File: config.mk
export PLATFORM = sky130hd
export DESIGN_NAME = fp_arb_flat
export DESIGN_NICKNAME = d
export VERILOG_FILES = /design/src/rtl/fp_pkg.sv /design/src/rtl/fp_arb_if.sv /design/src/rtl/fp_arb_ibuf.sv /design/src/rtl/fp_arb.sv /design/src/flat_wrapper.sv
export SDC_FILE = /design/constraint.sdc
export NUM_CORES = 1
export LEC_CHECK = 0
export CAP_MARGIN = 5
export CORE_MARGIN = 4
export CORE_UTILIZATION = 35
export CTS_CLUSTER_SIZE = 20
export DETAILED_ROUTE_END_ITERATION = 6
export SYNTH_ARGS = -nofsm -noshare
export SYNTH_HDL_FRONTEND = slang
export SYNTH_SLANG_ARGS = --single-unit
export TNS_END_PERCENT = 50
File: constraint.sdc
create_clock -name CP -period 1.9 [get_ports CP]
set_clock_uncertainty 0.15 [all_clocks]
set_input_delay 0.475 -clock CP [delete_from_list [all_inputs] [get_ports CP]]
set_output_delay 0.475 -clock CP [all_outputs]
set_load 0.05 [all_outputs]
File: src/rtl/fp_pkg.sv
// Shared FP-stage packet definitions: width, field layout and opcode codes.
package fp_pkg;

  localparam int unsigned PKT_W = 62;

  // Field positions inside one FP packet
  localparam int unsigned COLOR_LSB = 59;
  localparam int unsigned COLOR_W   = 3;
  localparam int unsigned GEN_LSB   = 51;
  localparam int unsigned GEN_W     = 8;
  localparam int unsigned DEST_LSB  = 44;
  localparam int unsigned DEST_W    = 7;
  localparam int unsigned LR2_LSB   = 42;
  localparam int unsigned LR2_W     = 2;
  localparam int unsigned BR_BIT    = 41;
  localparam int unsigned CPY_BIT   = 40;
  localparam int unsigned OPC_LSB   = 34;
  localparam int unsigned OPC_W     = 6;
  localparam int unsigned C_BIT     = 33;
  localparam int unsigned Z_BIT     = 32;
  localparam int unsigned DATAL_LSB = 16;
  localparam int unsigned DATAL_W   = 16;
  localparam int unsigned DATAR_LSB = 0;
  localparam int unsigned DATAR_W   = 16;

  typedef struct packed {
    logic [COLOR_W-1:0] color;
    logic [GEN_W-1:0]   gen;
    logic [DEST_W-1:0]  dest;
    logic [LR2_W-1:0]   lr2;
    logic               br;
    logic               cpy;
    logic [OPC_W-1:0]   opc;
    logic               c;
    logic               z;
    logic [DATAL_W-1:0] data_l;
    logic [DATAR_W-1:0] data_r;
  } fp_pkt_t;

  // Opcode codes carried in the OPC field
  localparam logic [OPC_W-1:0] OPC_NOP = 6'h00;
  localparam logic [OPC_W-1:0] OPC_ADD = 6'h01;
  localparam logic [OPC_W-1:0] OPC_SUB = 6'h02;
  localparam logic [OPC_W-1:0] OPC_MUL = 6'h03;
  localparam logic [OPC_W-1:0] OPC_AND = 6'h04;
  localparam logic [OPC_W-1:0] OPC_OR  = 6'h05;
  localparam logic [OPC_W-1:0] OPC_XOR = 6'h06;
  localparam logic [OPC_W-1:0] OPC_SHL = 6'h07;
  localparam logic [OPC_W-1:0] OPC_SHR = 6'h08;
  localparam logic [OPC_W-1:0] OPC_CMP = 6'h09;
  localparam logic [OPC_W-1:0] OPC_MOV = 6'h0A;

  // Output register occupancy
  typedef enum logic {
    OREG_EMPTY = 1'b0,
    OREG_FULL  = 1'b1
  } oreg_state_e;

endpackage

File: src/rtl/fp_arb_if.sv
// Handshake bundle between two requesters, the arbiter and the FP stage.
interface fp_arb_if #(
  parameter int unsigned PKT_W = fp_pkg::PKT_W,
  parameter int unsigned CNT_W = 8
);

  logic             Send_in0;
  logic             Send_in1;
  logic [PKT_W-1:0] PACKET_IN0;
  logic [PKT_W-1:0] PACKET_IN1;
  logic             Ack_out0;
  logic             Ack_out1;
  logic             Send_out;
  logic [PKT_W-1:0] PACKET_OUT;
  logic             Ack_in;
  logic             DEL;
  logic [CNT_W-1:0] DROP_CNT;
  logic             GNT_SRC;

  // Requester/FP-stage side
  modport master (
    output Send_in0, Send_in1, PACKET_IN0, PACKET_IN1, Ack_in, DEL,
    input  Ack_out0, Ack_out1, Send_out, PACKET_OUT, DROP_CNT, GNT_SRC
  );

  // Arbiter side
  modport slave (
    input  Send_in0, Send_in1, PACKET_IN0, PACKET_IN1, Ack_in, DEL,
    output Ack_out0, Ack_out1, Send_out, PACKET_OUT, DROP_CNT, GNT_SRC
  );

endinterface

File: src/rtl/fp_arb_ibuf.sv
// One-entry input buffer for a single requester.
module fp_arb_ibuf #(
  parameter int unsigned PKT_W = fp_pkg::PKT_W
) (
  input  logic             clk,
  input  logic             rst_n,
  input  logic             send,
  input  logic [PKT_W-1:0] pkt_in,
  input  logic             grant,
  output logic             ack_c,
  output logic             full,
  output logic [PKT_W-1:0] pkt
);

  logic ready_q;

  // Hold ack low through reset; it comes up on the first edge after release
  always_ff @(posedge clk or negedge rst_n) begin
    if (!rst_n) ready_q <= 1'b0;
    else        ready_q <= 1'b1;
  end

  // Free when empty, or when the held packet leaves this same cycle
  assign ack_c = ready_q & (~full | grant);

  // Buffer slot: refill has priority because a granted slot may refill in the same edge
  always_ff @(posedge clk or negedge rst_n) begin
    if (!rst_n) begin
      full <= 1'b0;
      pkt  <= '0;
    end else if (send && ack_c) begin
      full <= 1'b1;
      pkt  <= pkt_in;
    end else if (grant) begin
      full <= 1'b0;
    end
  end

endmodule

File: src/rtl/fp_arb.sv
// Two-requester round-robin arbiter feeding one FP stage, with discard counting.
module fp_arb #(
  parameter int unsigned PKT_W = fp_pkg::PKT_W,
  parameter int unsigned CNT_W = 8
) (
  input  logic      CP,
  input  logic      MR_N,
  fp_arb_if.slave   bus
);

  import fp_pkg::*;

  oreg_state_e      state_q, state_d;
  logic             full0, full1;
  logic [PKT_W-1:0] pkt0, pkt1;
  logic             ack0_c, ack1_c;
  logic             sel_c, load_c, drop_c;
  logic             grant0_c, grant1_c;
  logic             last_q;
  logic             gnt_src_q;
  logic [PKT_W-1:0] pkt_out_q;
  logic [CNT_W-1:0] drop_cnt_q;

  fp_arb_ibuf #(.PKT_W(PKT_W)) u_ibuf0 (
    .clk    (CP),
    .rst_n  (MR_N),
    .send   (bus.Send_in0),
    .pkt_in (bus.PACKET_IN0),
    .grant  (grant0_c),
    .ack_c  (ack0_c),
    .full   (full0),
    .pkt    (pkt0)
  );

  fp_arb_ibuf #(.PKT_W(PKT_W)) u_ibuf1 (
    .clk    (CP),
    .rst_n  (MR_N),
    .send   (bus.Send_in1),
    .pkt_in (bus.PACKET_IN1),
    .grant  (grant1_c),
    .ack_c  (ack1_c),
    .full   (full1),
    .pkt    (pkt1)
  );

  // Round-robin pick: alternate when both wait, otherwise take whichever waits
  always_comb begin
    sel_c = 1'b0;
    if (full0 && full1) sel_c = ~last_q;
    else if (full1)     sel_c = 1'b1;
  end

  // Output register state register
  always_ff @(posedge CP or negedge MR_N) begin
    if (!MR_N) state_q <= OREG_EMPTY;
    else       state_q <= state_d;
  end

  // Next state, load and drop decisions; DEL wins over Ack_in
  always_comb begin
    state_d = state_q;
    load_c  = 1'b0;
    drop_c  = 1'b0;
    case (state_q)
      OREG_EMPTY: begin
        if (full0 || full1) begin
          load_c  = 1'b1;
          state_d = OREG_FULL;
        end
      end
      OREG_FULL: begin
        drop_c = bus.DEL;
        if (bus.Ack_in || bus.DEL) begin
          if (full0 || full1) load_c  = 1'b1;
          else                state_d = OREG_EMPTY;
        end
      end
      default: state_d = OREG_EMPTY;
    endcase
  end

  assign grant0_c = load_c & ~sel_c;
  assign grant1_c = load_c &  sel_c;

  // Output payload, source tag and round-robin pointer move only on a load
  always_ff @(posedge CP or negedge MR_N) begin
    if (!MR_N) begin
      pkt_out_q <= '0;
      gnt_src_q <= 1'b0;
      last_q    <= 1'b1;
    end else if (load_c) begin
      pkt_out_q <= sel_c ? pkt1 : pkt0;
      gnt_src_q <= sel_c;
      last_q    <= sel_c;
    end
  end

  // Saturating count of packets discarded by DEL
  always_ff @(posedge CP or negedge MR_N) begin
    if (!MR_N)                      drop_cnt_q <= '0;
    else if (drop_c && !(&drop_cnt_q)) drop_cnt_q <= drop_cnt_q + CNT_W'(1);
  end

  assign bus.Send_out   = (state_q == OREG_FULL);
  assign bus.PACKET_OUT = pkt_out_q;
  assign bus.GNT_SRC    = gnt_src_q;
  assign bus.DROP_CNT   = drop_cnt_q;
  assign bus.Ack_out0   = ack0_c;
  assign bus.Ack_out1   = ack1_c;

endmodule
File: src/flat_wrapper.sv
// flat-port wrapper written by rule: the top's interface ports become plain ports
module fp_arb_flat import fp_pkg::*;
#(
  parameter int unsigned PKT_W = fp_pkg::PKT_W,
  parameter int unsigned CNT_W = 8
)
  (CP, MR_N, bus_Send_in0, bus_Send_in1, bus_PACKET_IN0, bus_PACKET_IN1, bus_Ack_in, bus_DEL, bus_Ack_out0, bus_Ack_out1, bus_Send_out, bus_PACKET_OUT, bus_DROP_CNT, bus_GNT_SRC);
  fp_arb_if #(.PKT_W(PKT_W), .CNT_W(CNT_W)) bus_i ();
  input  logic CP;
  input  logic MR_N;
  input wire logic [$bits(bus_i.Send_in0)-1:0] bus_Send_in0;
  input wire logic [$bits(bus_i.Send_in1)-1:0] bus_Send_in1;
  input wire logic [$bits(bus_i.PACKET_IN0)-1:0] bus_PACKET_IN0;
  input wire logic [$bits(bus_i.PACKET_IN1)-1:0] bus_PACKET_IN1;
  input wire logic [$bits(bus_i.Ack_in)-1:0] bus_Ack_in;
  input wire logic [$bits(bus_i.DEL)-1:0] bus_DEL;
  output wire logic [$bits(bus_i.Ack_out0)-1:0] bus_Ack_out0;
  output wire logic [$bits(bus_i.Ack_out1)-1:0] bus_Ack_out1;
  output wire logic [$bits(bus_i.Send_out)-1:0] bus_Send_out;
  output wire logic [$bits(bus_i.PACKET_OUT)-1:0] bus_PACKET_OUT;
  output wire logic [$bits(bus_i.DROP_CNT)-1:0] bus_DROP_CNT;
  output wire logic [$bits(bus_i.GNT_SRC)-1:0] bus_GNT_SRC;
  assign bus_i.Send_in0 = bus_Send_in0;
  assign bus_i.Send_in1 = bus_Send_in1;
  assign bus_i.PACKET_IN0 = bus_PACKET_IN0;
  assign bus_i.PACKET_IN1 = bus_PACKET_IN1;
  assign bus_i.Ack_in = bus_Ack_in;
  assign bus_i.DEL = bus_DEL;
  assign bus_Ack_out0 = bus_i.Ack_out0;
  assign bus_Ack_out1 = bus_i.Ack_out1;
  assign bus_Send_out = bus_i.Send_out;
  assign bus_PACKET_OUT = bus_i.PACKET_OUT;
  assign bus_DROP_CNT = bus_i.DROP_CNT;
  assign bus_GNT_SRC = bus_i.GNT_SRC;
  fp_arb #(.PKT_W(PKT_W), .CNT_W(CNT_W)) u_core (.CP(CP), .MR_N(MR_N), .bus(bus_i));
endmodule
Word-level counts from Yosys, hierarchy flattened. Cells that the tools add are included.

Bits in registers: 200. Bits of input ports: 130. Output and inout bits: 74. Word-level logic and storage cells: 45.

Add/sub/neg operators: 1. Mux-type cells: 13. Bitwise gates (word level): 11. Reduce and logical (&&, ||, !) cells: 10.

Operator list (number): 2-to-1 mux 62 bit (1); 2-to-1 mux 1 bit (10); adder 8 x 1 -> 8 bit (second input constant) (1); AND reduction 8 bit (1); NOT 1 bit (5); bitwise AND 1 bit (4); logical AND 1 bit (4); one-hot mux 1 bit (2 select lines) (2); nonzero test 2 bit (2); logical OR 1 bit (2); OR 1 bit (2); zero test 1 bit (1).

Longest topological paths before layout.
Depth in word-level cells: 9. Depth in mapped cells: 6.

Cells and area by module. From an unflattened synthesis, not the netlist that was laid out.

Cells, all modules: 600. Area total of the unflattened synthesis: 8822.2 um2.

By module, submodules not included: fp_arb_ibuf (times used 2, cells an instance 139, area an instance 2712.6 um2); fp_arb (times used 1, cells an instance 322, area an instance 3397.0 um2).

Worst setup path before layout. OpenSTA, ideal clock, no wires.

Path kind: flip-flop to flip-flop. Start: reg u_core.state_q, in the netlist u_core.bus.Send_out. End: reg u_core.u_ibuf0.pkt[10]. Setup time: 0.125 ns. Arrival: 1.821 ns. Setup slack: -0.196 ns. Stages on the path, launching flop included: 7. Path buffers: 2. Cell sequence: dfrtp_1 nor3b_4 o21ai_2 nor2b_4 buf_12 buf_12 mux2_4.

Longest elaborated chain between the ends: 6.

Ends and longest elaborated chain: start, declared (line fp_arb.sv:13) `oreg_state_e state_q, state_d;`; start signal, assigned (line fp_arb.sv:56) `else state_q <= state_d;`; NOT 1 bit (line fp_arb.sv:64) `case (state_q)`; one-hot mux 1 bit (2 select lines) (*) (line fp_arb.sv:64); bitwise AND 1 bit (*) (line fp_arb.sv:82) `assign grant0_c = load_c & ~sel_c;`; OR 1 bit (*) (line fp_arb_ibuf.sv:24) `assign ack_c = ready_q & (~full | grant);`; bitwise AND 1 bit (*) (line fp_arb_ibuf.sv:24); logical AND 1 bit (*) (line fp_arb_ibuf.sv:31) `end else if (send && ack_c) begin`; end signal, assigned (line fp_arb_ibuf.sv:33) `pkt <= pkt_in;`; end, declared (line fp_arb_ibuf.sv:12) `output logic [PKT_W-1:0] pkt`.

Every way passes the cells marked *; elsewhere a longest branch is shown, timed or not. A chain may end at the register's enable or synchronous reset.

Final worst setup path.
Start: reg u_core.last_q. End: out bus_Ack_out0.

Longest elaborated chain between the ends: 6.

Ends and longest elaborated chain: start, declared (line fp_arb.sv:19) `logic last_q;`; start signal, assigned (line fp_arb.sv:94) `last_q <= sel_c;`; NOT 1 bit (line fp_arb.sv:49) `if (full0 && full1) sel_c = ~last_q;`; 2-to-1 mux 1 bit (line fp_arb.sv:49); NOT 1 bit (line fp_arb.sv:82); bitwise AND 1 bit (line fp_arb.sv:82); OR 1 bit (line fp_arb_ibuf.sv:24); bitwise AND 1 bit (line fp_arb_ibuf.sv:24); end, declared (line flat_wrapper.sv:17) `output wire logic [$bits(bus_i.Ack_out0)-1:0] bus_Ack_out0;`.

Every way passes these cells.

==> out/results.env <==
FINAL_ROUTED_WIRELENGTH_MM=21.68
TIMING.SETUP.TNS_NS=-7.251
FINAL_HOLD_VIOL_COUNT=0
YOSYSWARNINGCOUNT=0
VIA_PER_INST=4.655
FINAL-SETUP-VIOL-COUNT=124
POWER_LEAKAGE_nW=5.628
FINAL_NETS=968
LAYOUT_COMMON_CELLS='sky130_fd_sc_hd__dfrtp_1 (198), sky130_fd_sc_hd__nand2_1 (134), sky130_fd_sc_hd__clkdlybuf4s50_1 (126), sky130_fd_sc_hd__mux2_4 (123), sky130_fd_sc_hd__buf_4 (81)'
ROW_COUNT=56
DP.FINAL_HPWL_MM=14.12
CTS_INSERTED_BUFFERS=17
MAXIMUM_NUMBER_OF_PINS_ON_ONE_NET_BEFORE_GLOBAL_ROUTE_REPAIR=41
DRT_FIRST_ITER_VIOLATIONS=294
SYNTH_XOR_XNOR_AREA_SHARE_PCT=0.1030
PLACEDCELLCOUNT=1115
MAX-CAP-VIOLATIONS=0
INITIAL_CORE_UTIL_PCT=35.92
POSTSYNTHREGISTERBITS=200
CP_CELL_SEQUENCE='nor2b_2 > o21ai_2 > and2_4 > buf_8'
GLOBAL_ROUTE.OVERFLOW_TOTAL=0
SYNTH.CELL_AREA_UM2=8506
CTS_SINKS=200
CRIT_ARRIVAL_NS=1.52
POSTSYNTH.TOPFLOPCELL='sky130_fd_sc_hd__dfrtp_1'
CRITICAL_PATH_CLASS='flop to output pin'
REQUIRED_NS=1.27
CORE_AREA_UM2=23680
FINAL_PERIOD_MINUS_WORST_SETUP_SLACK_NS=2.147
POST_LAYOUT_NONFILLER_INSTANCES=1168
SYNTH.LIB_CELLS_USED.DISTINCT=35
WHS_NS=0.3204
YOSYSSEQAREASHARE_PCT=58.86
CTS_TREE='done'
SYNTHESIS.AREA_PER_INSTANCE_UM2=14.32
SYNTH-EDFF-COUNT=0
DIEWIDTH_UM=163.9
POST_SYNTHESIS_CELL_COUNT=594
SYNTH_COMPOUND_AREA_SHARE_PCT=6.296
CLOCKBUFFERDEPTH=2
POST-ROUTE-PERIOD-UTIL_PCT=113.0
AREA.GROWTH.SYNTH_TO_FINAL_PCT=41.79
RESULT_OF_THE_RUN='complete, but fails checks'
FIRSTDRTPASSITERS=4
TOTAL_POWER_mW=15.31
MAXIMUM_FANOUT_COUNT_ALONG_THE_CRITICAL_PATH=3
CTS.HTREE.LEVELS=4
CLOCK_INSERTION_DELAY_WORST_SKEW_NS=0.42
TIMING.FINAL.MAX_SLEW_VIOLATIONS=0
TIMING.CRITICAL_PATH.FROM_TYPE='flop'
GATE_POWER_SHARE_PCT=37.5
SYNTH-SIMPLE-AREA-SHARE_PCT=7.767
DIEAREA_UM2=26860
IR_WORST_VDD_mV=0.6779
GRT_USE_TOTAL_PCT=16.35
ANTENNA_LEFT=0
POST_SYNTH_MUX_AREA_SHARE_PCT=22.49
ANTENNA_FOUND_INITIAL=0
BUF_INV_STAGES_CRIT_PATH=1
CLK_PIN_SLEW_NS=0.08
FLOORPLAN.DIE.HEIGHT_UM=163.9
CRITPATHSLOWESTCELL='sky130_fd_sc_hd__dfstp_2'
GRT_PASS1_VIAS=5792
DPL_WORST_SLACK_NS=-0.5891
POWER.DENSITY_CELL_AREA_nW_PER_UM2=1269
INTERNAL-POWER_mW=9.607
PATH_DELAY_FAMILY='flip-flops'
DETAIL_ROUTE.DRC_VIOLATIONS=0
WORSTHOLDPATHTYPE='flop to flop'
MOST_COMMON_LIBRARY_CELL_IN_THE_LAYOUT_IGNORING_FILL_AND_TAPS='sky130_fd_sc_hd__dfrtp_1'
CP-END-KIND='output pin'
MAX_FREQ_MHz=465.8
PLACEMENT.IO_BUFFERS=203
CRITPATHMAXSTAGEDELAY_NS=0.56
SYNTH_TOP_FAMILY_BY_AREA='multiplexers'
R2R_SLACK_NS=-0.16
NUM_VIAS=5437
GRT_PASS1_WL_MM=33.73
CTS-ROOT-BUF='sky130_fd_sc_hd__clkbuf_16'
P_SEQ_SHARE_PCT=39.4
ANTENNA-DIODE-COUNT=0
GP_ROUTABILITY_CONGESTION=0.7341
SYNTH_ASYNC_SR_FLOP_SHARE_PCT=100.0
SYNTH_NETS=725
RSZ0062_AT_GRT='yes'
VIOLATIONS='setup timing'
DRT-WIRELENGTH-PER-CELL_UM=18.56
FLOORPLAN.IO_PINS=204
POWER_SWITCHING_SHARE_PCT=37.23
POST_ROUTE_CELLS_DRIVE_ABOVE_1_SHARE_PCT=36.04
SYNTH_ADDER_AREA_SHARE_PCT=0.1471
SETUP_SLACK_NS=-0.2469
POWER_FRAC_CLOCK_PCT=23.1
NET-SWITCHING-POWER_mW=5.699
==> synthesized netlist by cell type, types with 2 or more instances <==
master | n | area (um2)
sky130_fd_sc_hd__nand3_1 | 4 | 20.02
sky130_fd_sc_hd__a22oi_1 | 62 | 465.5
sky130_fd_sc_hd__o21ai_2 | 2 | 17.52
sky130_fd_sc_hd__mux2_4 | 120 | 1802
sky130_fd_sc_hd__mux2_2 | 9 | 101.4
sky130_fd_sc_hd__clkbuf_1 | 9 | 33.78
sky130_fd_sc_hd__and2_2 | 2 | 15.01
sky130_fd_sc_hd__nor2b_4 | 2 | 27.53
sky130_fd_sc_hd__buf_2 | 8 | 40.04
sky130_fd_sc_hd__dfrtp_1 | 199 | 4980
sky130_fd_sc_hd__a21oi_1 | 2 | 10.01
sky130_fd_sc_hd__buf_12 | 14 | 280.3
sky130_fd_sc_hd__a21o_1 | 2 | 15.01
sky130_fd_sc_hd__nor2_1 | 3 | 11.26
sky130_fd_sc_hd__nand2_1 | 134 | 503.0
sky130_fd_sc_hd__buf_1 | 3 | 11.26
==> per-stage QoR <==
step           utilization (%)  cell area (um2)
6_report                 50.92            12060
4_1_cts                  50.99            12080
5_1_grt                  50.92            12060
3_3_place_gp             46.39            10990
2_1_floorplan                -             8507
3_5_place_dp             46.39            10990
==> kinds of logic after synthesis <==
logic type | Yosys count
other cells | 1
fa+ha+maj | 1
compound gates | 72
mux | 130
simple gates | 155
buf+inv | 34
xor+xnor | 1
flops | 200
==> per-layer routing <==
metal | part of all wire [%] | wire length (um) | track usage (%) | vias up
li1 | - | - | - | 2556
met4 | 0.78 | 170 | 3.126 | 0
met3 | 4.6 | 1006 | 4.040 | 12
met5 | 0 | 0 | 0 | -
met1 | 47 | 10090 | 22.67 | 2731
met2 | 48 | 10410 | 26.40 | 138
==> worst min-delay path: stages (launching register included) <==
cell and delay [ns]:
sky130_fd_sc_hd__dfrtp_1 0.35, sky130_fd_sc_hd__nand2_1 0.05, sky130_fd_sc_hd__nand2_1 0.05
==> registers in the layout, summed over array words and instances, names as in the netlist <==
name,count
u_core.bus.DROP_CNT,8
u_core.u_ibuf1.full,1
u_core.u_ibuf1.pkt,62
u_core.u_ibuf0.pkt,62
u_core.u_ibuf0.ready_q,1
u_core.last_q,1
u_core.u_ibuf0.full,1
u_core.bus.PACKET_OUT,62
u_core.bus.Send_out,1
u_core.bus.GNT_SRC,1
==> path summary, 6_finish.rpt <==
path / from / to / cells past startpoint
worst max-delay path: u_core.last_q / bus_Ack_out0 / 4
worst min-delay path: u_core.u_ibuf1.pkt[25] / u_core.bus.PACKET_OUT[25] / 2
worst max register to register: u_core.last_q / u_core.u_ibuf0.pkt[60] / 8
worst min register to register: u_core.u_ibuf1.pkt[25] / u_core.bus.PACKET_OUT[25] / 2
max in group asynchronous: MR_N / u_core.u_ibuf1.pkt[11] / 3
min in group asynchronous: MR_N / u_core.u_ibuf0.pkt[32] / 2
==> repair_timing <==
item / in CTS / in global routing
pin swaps: 3 / 2
cloned: 10 / 1
endpoints found under the hold margin: 30 / 0
hold buffers: 1 / 0
setup buffers: 13 / 1
resized for setup: 35 / 5
endpoints found under the setup margin: 126 / 126
==> power groups by stage <==
stage	Combinational, mW	Clock, mW	Sequential [mW]
final	5.74	3.54	6.03
after global routing	6.07	3.84	6.16
after CTS	5.82	3.67	6.03
after detailed placement	5.61	0	6.08
after global placement	5.56	0	6.09
after floorplan	1.75	0	7.80
==> final cells by class <==
class / count / area (um2)
clock buffers: 18 / 439.2
clock inverters: 13 / 132.6
fillers: 2099 / 11620
multi-input cells: 360 / 3176
flip-flops and latches: 200 / 5007
well taps: 319 / 399.1
repair buffers: 258 / 2907
No activity file was read; power rests on OpenSTA's default activity.
